<file path="src/rtl/riscv_core_muldiv_if.sv">
// Request/response bundle between the EX stage and the RV32M multiply/divide unit.
//   i_md_valid  : request present this cycle
//   i_md_op     : funct3 (MUL, MULH, MULHSU, MULHU, DIV, DIVU, REM, REMU)
//   i_md_srcA/B : rs1 / rs2 operands
//   i_md_flush  : abort any in-flight operation
//   o_md_ready  : unit idle, request taken on valid && ready
//   o_md_busy   : operation in flight
//   o_md_done   : one-cycle pulse, o_md_result valid
//   o_md_result : result, held until the next done
// master = EX stage side, slave = muldiv unit side.
interface riscv_core_muldiv_if #(
    parameter int XLEN = 32
);
    logic            i_md_valid;
    logic [2:0]      i_md_op;
    logic [XLEN-1:0] i_md_srcA;
    logic [XLEN-1:0] i_md_srcB;
    logic            i_md_flush;
    logic            o_md_ready;
    logic            o_md_busy;
    logic            o_md_done;
    logic [XLEN-1:0] o_md_result;

    modport master (
        output i_md_valid, i_md_op, i_md_srcA, i_md_srcB, i_md_flush,
        input  o_md_ready, o_md_busy, o_md_done, o_md_result
    );

    modport slave (
        input  i_md_valid, i_md_op, i_md_srcA, i_md_srcB, i_md_flush,
        output o_md_ready, o_md_busy, o_md_done, o_md_result
    );
endinterface

</file>
<file path="src/rtl/riscv_core_muldiv.sv">
// Iterative RV32M multiply/divide unit living beside the EX-stage ALU.
// Multiply: radix-2 shift-add on operand magnitudes, one bit per cycle.
// Divide: restoring division on magnitudes, one quotient bit per cycle.
// Sign correction and result selection happen in a single FIX cycle.
// Divide-by-zero and signed overflow bypass straight to DONE.
// Ports:
//   i_clk : clock, rising edge
//   i_rst : synchronous active-high reset
//   md    : request/response bundle (slave side), see riscv_core_muldiv_if
module riscv_core_muldiv #(
    parameter int XLEN = 32
) (
    input  logic               i_clk,
    input  logic               i_rst,
    riscv_core_muldiv_if.slave md
);
    localparam int W = XLEN;

    typedef enum logic [1:0] {IDLE, CALC, FIX, DONE} state_t;

    localparam logic [2:0] OP_MUL    = 3'b000;
    localparam logic [2:0] OP_MULH   = 3'b001;
    localparam logic [2:0] OP_MULHSU = 3'b010;
    localparam logic [2:0] OP_DIV    = 3'b100;
    localparam logic [2:0] OP_REM    = 3'b110;

    localparam logic [W-1:0] INT_MIN = {1'b1, {(W-1){1'b0}}};

    state_t       state_q, state_d;
    logic [4:0]   cnt_q;
    logic [2:0]   op_q;
    logic         sa_q, sb_q;
    logic [W-1:0] mag_a_q, mag_b_q;
    logic [2*W-1:0] prod_q;
    logic [W:0]   rem_q;
    logic [W-1:0] quot_q;
    logic [W-1:0] result_q;

    // ---------------- request decode ----------------
    logic [2:0]   in_op;
    logic [W-1:0] in_a, in_b;
    logic         in_sa, in_sb, a_signed, b_signed;
    logic [W-1:0] in_mag_a, in_mag_b;
    logic         div_zero, div_ovf, bypass, accept;
    logic [W-1:0] bypass_res;

    assign in_op    = md.i_md_op;
    assign in_a     = md.i_md_srcA;
    assign in_b     = md.i_md_srcB;
    assign a_signed = (in_op == OP_MULH) || (in_op == OP_MULHSU) ||
                      (in_op == OP_DIV)  || (in_op == OP_REM);
    assign b_signed = (in_op == OP_MULH) || (in_op == OP_DIV) || (in_op == OP_REM);
    assign in_sa    = a_signed && in_a[W-1];
    assign in_sb    = b_signed && in_b[W-1];
    // -INT_MIN wraps to INT_MIN, which is the correct unsigned magnitude.
    assign in_mag_a = in_sa ? -in_a : in_a;
    assign in_mag_b = in_sb ? -in_b : in_b;

    assign div_zero = in_op[2] && (in_b == '0);
    assign div_ovf  = ((in_op == OP_DIV) || (in_op == OP_REM)) &&
                      (in_a == INT_MIN) && (in_b == '1);
    assign bypass   = div_zero || div_ovf;
    // op[1] distinguishes REM/REMU from DIV/DIVU.
    assign bypass_res = div_zero ? (in_op[1] ? in_a : '1)
                                 : (in_op[1] ? '0 : INT_MIN);

    assign accept = md.i_md_valid && (state_q == IDLE) && !md.i_md_flush;

    // ---------------- per-cycle datapath ----------------
    logic [W:0]   mul_sum;
    logic [W:0]   rem_sh;
    logic         rem_ge;

    assign mul_sum = {1'b0, prod_q[2*W-1:W]} + (prod_q[0] ? {1'b0, mag_a_q} : '0);
    assign rem_sh  = {rem_q[W-1:0], quot_q[W-1]};
    assign rem_ge  = rem_sh >= {1'b0, mag_b_q};

    // ---------------- sign fix-up ----------------
    logic [2*W-1:0] prod_fix;
    logic [W-1:0]   quot_fix, rem_fix, fix_res;

    always_comb begin
        prod_fix = (sa_q ^ sb_q) ? -prod_q : prod_q;
        quot_fix = ((op_q == OP_DIV) && (sa_q ^ sb_q)) ? -quot_q : quot_q;
        rem_fix  = ((op_q == OP_REM) && sa_q) ? -rem_q[W-1:0] : rem_q[W-1:0];
        fix_res  = '0;
        if (op_q[2])
            fix_res = op_q[1] ? rem_fix : quot_fix;
        else
            fix_res = (op_q == OP_MUL) ? prod_fix[W-1:0] : prod_fix[2*W-1:W];
    end

    // ---------------- FSM ----------------
    always_ff @(posedge i_clk) begin
        if (i_rst) state_q <= IDLE;
        else       state_q <= state_d;
    end

    always_comb begin
        state_d = state_q;
        case (state_q)
            IDLE: if (accept) state_d = bypass ? DONE : CALC;
            CALC: if (cnt_q == 5'd0) state_d = FIX;
            FIX:  state_d = DONE;
            DONE: state_d = IDLE;
            default: state_d = IDLE;
        endcase
        if (md.i_md_flush) state_d = IDLE;
    end

    always_ff @(posedge i_clk) begin
        if (i_rst) begin
            cnt_q    <= '0;
            op_q     <= '0;
            sa_q     <= 1'b0;
            sb_q     <= 1'b0;
            mag_a_q  <= '0;
            mag_b_q  <= '0;
            prod_q   <= '0;
            rem_q    <= '0;
            quot_q   <= '0;
            result_q <= '0;
        end else if (accept) begin
            cnt_q   <= 5'd31;
            op_q    <= in_op;
            sa_q    <= in_sa;
            sb_q    <= in_sb;
            mag_a_q <= in_mag_a;
            mag_b_q <= in_mag_b;
            prod_q  <= {{W{1'b0}}, in_mag_b};  // multiplier in low half, shifted out LSB first
            rem_q   <= '0;
            quot_q  <= in_mag_a;               // dividend bits shift into the remainder MSB first
            if (bypass) result_q <= bypass_res;
        end else if (state_q == CALC) begin
            cnt_q <= cnt_q - 5'd1;
            if (!op_q[2]) begin
                prod_q <= {mul_sum, prod_q[W-1:1]};
            end else begin
                rem_q  <= rem_ge ? (rem_sh - {1'b0, mag_b_q}) : rem_sh;
                quot_q <= {quot_q[W-2:0], rem_ge};
            end
        end else if ((state_q == FIX) && !md.i_md_flush) begin
            result_q <= fix_res;
        end
    end

    assign md.o_md_ready  = (state_q == IDLE);
    assign md.o_md_busy   = (state_q != IDLE);
    assign md.o_md_done   = (state_q == DONE);
    assign md.o_md_result = result_q;
endmodule

</file>
<file path="src/flat_wrapper.sv">
// flat-port wrapper written by rule: the top's interface ports become plain ports
module riscv_core_muldiv_flat 
#(
    parameter int XLEN = 32
)
  (i_clk, i_rst, md_i_md_valid, md_i_md_op, md_i_md_srcA, md_i_md_srcB, md_i_md_flush, md_o_md_ready, md_o_md_busy, md_o_md_done, md_o_md_result);
  riscv_core_muldiv_if #(.XLEN(XLEN)) md_i ();
  input  logic i_clk;
  input  logic i_rst;
  input wire logic [$bits(md_i.i_md_valid)-1:0] md_i_md_valid;
  input wire logic [$bits(md_i.i_md_op)-1:0] md_i_md_op;
  input wire logic [$bits(md_i.i_md_srcA)-1:0] md_i_md_srcA;
  input wire logic [$bits(md_i.i_md_srcB)-1:0] md_i_md_srcB;
  input wire logic [$bits(md_i.i_md_flush)-1:0] md_i_md_flush;
  output wire logic [$bits(md_i.o_md_ready)-1:0] md_o_md_ready;
  output wire logic [$bits(md_i.o_md_busy)-1:0] md_o_md_busy;
  output wire logic [$bits(md_i.o_md_done)-1:0] md_o_md_done;
  output wire logic [$bits(md_i.o_md_result)-1:0] md_o_md_result;
  assign md_i.i_md_valid = md_i_md_valid;
  assign md_i.i_md_op = md_i_md_op;
  assign md_i.i_md_srcA = md_i_md_srcA;
  assign md_i.i_md_srcB = md_i_md_srcB;
  assign md_i.i_md_flush = md_i_md_flush;
  assign md_o_md_ready = md_i.o_md_ready;
  assign md_o_md_busy = md_i.o_md_busy;
  assign md_o_md_done = md_i.o_md_done;
  assign md_o_md_result = md_i.o_md_result;
  riscv_core_muldiv #(.XLEN(XLEN)) u_core (.i_clk(i_clk), .i_rst(i_rst), .md(md_i));
endmodule
</file>
<file path="config.mk">
export PLATFORM = sky130hd
export DESIGN_NAME = riscv_core_muldiv_flat
export DESIGN_NICKNAME = d
export VERILOG_FILES = /design/src/rtl/riscv_core_muldiv_if.sv /design/src/rtl/riscv_core_muldiv.sv /design/src/flat_wrapper.sv
export SDC_FILE = /design/constraint.sdc
export NUM_CORES = 1
export LEC_CHECK = 0
export CAP_MARGIN = 25
export CORE_UTILIZATION = 40
export CTS_CLUSTER_DIAMETER = 50
export DETAILED_ROUTE_END_ITERATION = 8
export SETUP_SLACK_MARGIN = 0.1
export SYNTH_ARGS = -nofsm -noshare
export SYNTH_HDL_FRONTEND = slang
export SYNTH_SLANG_ARGS = --single-unit
</file>
<file path="constraint.sdc">
create_clock -name i_clk -period 6.7 [get_ports i_clk]
set_input_delay 1.34 -clock i_clk [delete_from_list [all_inputs] [get_ports i_clk]]
set_output_delay 1.34 -clock i_clk [all_outputs]
set_load 0.01 [all_outputs]
</file>
# After elaboration in Yosys (flattened, before gate mapping)
# Cells that the tools add are included.
# classes
n_addsub	8
magnitude_cmp	1
n_eq_ne	16
n_mux	29
n_bitwise	2
n_reduce_logical	34
# op_table
op	n
$mux 32	22
$neg 32->32	4
$eq 32x32->1 const B	2
$mux 64	1
$neg 64->64	1
$add 32x32->33	1
$ge 33x32->1	1
$logic_not 32->1	1
$sub 32x32->32	1
$eq 3x3->1 const B	4
$logic_and 1x1->1	10
$mux 5	2
$reduce_and 2->1	5
$ne 2x1->1 const B	4
$pmux 2 s4	1
$reduce_bool 2->1	4
$logic_or 1x1->1	7
$mux 2	3
$logic_not 5->1	1
$sub 5x1->5 const B	1
$eq 2x2->1 const B	2
$reduce_or 2->1	2
$eq 3x1->1 const B	1
$eq 3x2->1 const B	1
8 further kinds	8
# word_totals
reg_bits	236
output_inout_bits	35

# Logic depth before layout (Yosys ltp)
# depth
ltp_word	8
ltp_mapped	13
depth_no_buf	12

# Least setup slack after synthesis
# OpenSTA, ideal clock, no wires.
# synth_path
path_kind	in2reg
from	input port md_i_md_srcB[8]
to	register u_core.result_q[14] (netlist: u_core.md.o_md_result[14])
t_arrival_ps	3678
setup_slack_ps	2876
path_stages	8
n_path_buf	3
cell_sequence	or4_1 clkbuf_1 or4_1 nor4_2 o31a_1 buf_2 buf_1 a41oi_1
# synth_via
elab_chain_len	5
elab_cells_between_ends	10
# synth_rtl
item	line	source
start: declaration	flat_wrapper.sv:13	input wire logic [$bits(md_i.i_md_srcB)-1:0] md_i_md_srcB;
$eq 32x32->1 / $logic_not 32->1 (equally long branches)	riscv_core_muldiv.sv:61, riscv_core_muldiv.sv:59	
$logic_and 1x1->1 (on tied branches)	riscv_core_muldiv.sv:61, riscv_core_muldiv.sv:59	
$logic_or 1x1->1 / $mux 32 (equally long branches)	riscv_core_muldiv.sv:62, riscv_core_muldiv.sv:64	
$ne 2x1->1 (no line) / $mux 32 (equally long branches)	-	
$reduce_and 3->1 (no line) / $mux 32 (equally long branches)	-	
end signal: assignment	riscv_core_muldiv.sv:133	if (bypass) result_q <= bypass_res;
end signal: assignment	riscv_core_muldiv.sv:143	result_q <= fix_res;
end: declaration	riscv_core_muldiv.sv:37	logic [W-1:0] result_q;
# Several ways; a longest one is shown, not always the timed one. The select of a mux whose other input is x is not followed.
# A chain may end at the register's enable or synchronous reset.

# Worst setup path in the final report
# layout_path
from	input port md_i_md_srcA[27]
to	register u_core.result_q[25] (netlist: u_core.md.o_md_result[25])
# layout_via
elab_chain_len	6
# layout_rtl
item	line	source
start: declaration	flat_wrapper.sv:12	input wire logic [$bits(md_i.i_md_srcA)-1:0] md_i_md_srcA;
$eq 32x32->1	riscv_core_muldiv.sv:61	(in_a == INT_MIN) && (in_b == '1);
$logic_and 1x1->1	riscv_core_muldiv.sv:60	assign div_ovf = ((in_op == OP_DIV) || (in_op == OP_REM)) &&
$logic_and 1x1->1	riscv_core_muldiv.sv:61	
$logic_or 1x1->1	riscv_core_muldiv.sv:62	assign bypass = div_zero || div_ovf;
$ne 2x1->1 (no line)	-	
$reduce_and 3->1 (no line)	-	
# No other way between the ends.

==> results_dict.tcl <==
set metrics [dict create \
    hold_depth 2 \
    slew_headroom_pct 28.2 \
    pre_cts_ws_ns 1.19 \
    grt_pass1_vias 17000 \
    report.final.hold_viol_count 0 \
    viasPerCell 6.22 \
    dp_cells 2966 \
    synth_area_leaders "dfxtp_1 (26%), a21oi_1 (7.0%), xnor2_1 (6.3%)" \
    cp_max_fo 43 \
    r2r_setup_slack_ns 2.75 \
    coreArea_um2 44300 \
    hold_path_end "u_core.mag_a_q[31]" \
    row_count 77 \
    drive_gt1_share_pct 5.04 \
    initial_core_util_pct 40.7 \
    root_buffer "clkbuf_16" \
    gr-usage-met3_pct 5.74 \
    power.density_nw_per_um2 230 \
    cts_setup_buffers 0 \
    grtUsageMet2_pct 48.0 \
    die_h_um 214 \
    cts_max_level 2 \
    p_leak_uw 0.00803 \
    dp_hpwl_um 56800 \
    vias 18900 \
    synthDistinctLibCells 78 \
    final_area_um2 20700 \
    status "finished, final reports clean" \
    vdd_drop_max_mv 0.154 \
    port-buffer-count 105 \
    drcViolationCount 0 \
    die_area_um2 45900 \
    cts_max_path_buffers 3 \
    final_common_cell "a21oi_1" \
    antenna_left 0 \
    cts_tree "done" \
    busiest_layer "met2" \
    cp_data_required_time_ns 7.15 \
    r2r-start "u_core.prod_q[0]" \
    first_iter_violations 2239 \
    path_class "in -> reg" \
    antenna_found_initial 7 \
    slew_viol_final 0 \
    finalSetupTns_ns 0 \
    yosysWarningCount 0 \
    end_kind "flop" \
    grt_max_degree 72 \
    post-route-min-period_ns 5.00 \
    area_growth_pct 14.7 \
    skew_ns 0.0316 \
    rr_worst_depth 9 \
    drt_first_pass_iters 6 \
    synthArstFlopShare_pct 0 \
    grt_pass1_wl_um 110000 \
    syn_area_per_cell_um2 7.49 \
    setup_slack_ns 1.70 \
    ios 106 \
    rsz0062_at_grt "false" \
    hp-start "u_core.mag_a_q[31]" \
    cp-start-kind "input pin" \
    final_util_pct 46.7 \
    tightest_slew_ns 1.07 \
    wirelength_um 73900 \
    hp-class "reg -> reg" \
    globalplace.congestion 1.02 \
    finalSetupViolCount 0 \
    overflow 0 \
    fin_crit_sh_pct 74.6 \
    grt.met1_usage_pct 44.3 \
    yosysSeqAreaShare_pct 26.2 \
    r2r_end "u_core.md.o_md_result[28]" \
    cts.clk_slew.worst_paths_ns 0.06 \
    postSynthCellCount 2408 \
    hold_buffers 0 \
    final_cell_mix "a21oi_1 (253), dfxtp_1 (236), nand2_1 (234), nor2_1 (192)" \
    critPathArrivalTime_ns 5.46 \
    clock.fmax_mhz 200 \
    die_x_um 214 \
    cts.repair.resized 0 \
    gr-usage-all-layers_pct 31.4 \
    final_nets 2563 \
    clk_latency_ns 0.56 \
    drv_cap 0 \
    stdcell_count 3033 \
    synth_seq_cells 236 \
    diodes 0 \
    synth_nets 2557 \
    cts_inserted_buffers 37 \
    syn_area_um2 18000 \
    synth_top_area_share_pct 26.2 \
    place_area_um2 19400 \
    yosys.area.top_type "dfxtp_1" \
    synth_edf_count 0 \
    synth_flop_cell "dfxtp_1" \
    cts.sinks 236 \
    post_drt_wl_per_cell_um 24.4 \
]
[cell families after synthesis]
kind of cell / after synthesis / synth area share (%)
xor gates and xnor gates: 213 / 10.3
and+or+nand+nor: 797 / 21.7
muxes: 75 / 4.18
DFF: 236 / 26.2
adders and majority gates: 78 / 5.50
AOI/OAI and AO/OA: 779 / 27.1
buffers and inverters: 230 / 4.93
[cell usage after synthesis, types with 5 or more instances]
master	instances
o21ai_1	30
buf_2	9
o211ai_1	16
xnor2_1	129
a31oi_1	44
a311oi_1	13
nand2b_1	16
nor2b_1	9
mux2i_1	73
o21bai_1	12
a22oi_1	5
o22ai_1	22
nor4_1	35
a211oi_1	29
dfxtp_1	236
nor2_1	195
or2_2	7
a21oi_1	253
a21boi_0	62
or3_1	32
nor3_1	72
and3_1	20
nand4_1	26
and2_1	45
clkbuf_1	135
nand2_1	235
o21ai_0	128
o31ai_1	23
or4_1	27
inv_1	69
ha_1	76
buf_1	14
a221oi_1	7
a31o_2	5
xor2_1	84
a41oi_1	21
o21a_1	29
a21o_1	29
nand3_1	45
o41ai_1	18
[area by class of cell]
| class | count | area (um2) |
|---|---|---|
| well taps | 592 | 741 |
| clock buffers | 44 | 992 |
| repair buffers | 127 | 1220 |
| fillers | 4467 | 23600 |
| flip-flops and latches | 236 | 4720 |
| clock inverters | 22 | 259 |
| inverters | 70 | 263 |
| multi-input cells | 1942 | 12500 |
[state kept, by name (all words and copies together) (netlist names), 2 cells and up]
register	flops
u_core.mag_b_q	32
u_core.prod_q	64
u_core.mag_a_q	32
u_core.rem_q	32
u_core.md.o_md_result	32
u_core.state_q	2
u_core.cnt_q	5
u_core.op_q	3
u_core.quot_q	32
[worst max path at each step]
stage | startpoint | end | slack [ns] | depth (start not counted)
after global placement | md_i_md_srcA[27] | u_core.md.o_md_result[4] | 1.23 | 10
after global routing | md_i_md_srcA[27] | u_core.md.o_md_result[4] | 1.55 | 10
after CTS | md_i_md_srcA[27] | u_core.md.o_md_result[26] | 1.76 | 9
after floorplan | md_i_md_srcB[8] | u_core.md.o_md_result[14] | 2.88 | 8
final | md_i_md_srcA[27] | u_core.md.o_md_result[25] | 1.70 | 9
after detailed placement | md_i_md_srcA[27] | u_core.md.o_md_result[26] | 1.19 | 9
[routing by layer]
metal / routed length, um / vias up
met5: 0 / -
met4: 2140 / 0
met3: 7010 / 135
met2: 32100 / 872
met1: 32700 / 9073
li1: - / 8799
[through the flow]
step	total power [uW]	hold WS, ns
CTS	4740	0.441
detailed placement	2760	0.432
floorplan	2320	0.416
global route	4920	0.451
global placement	2750	0.430
finish	4750	0.438
[critical path, cell delays in order]
cell and delay, ns:
clkdlybuf4s50_1 0.61, or4_1 0.65, nor4_1 0.77, nand4_1 0.33, nor2_1 0.37, o31a_2 0.75, buf_4 0.33, nor2_1 0.08
a311oi_2 0.22
[report_power, final]
group	switching [uW]	internal [uW]
Combinational	720	413
Clock	788	1200
Sequential	130	1500
No activity file was read; power rests on OpenSTA's default activity.
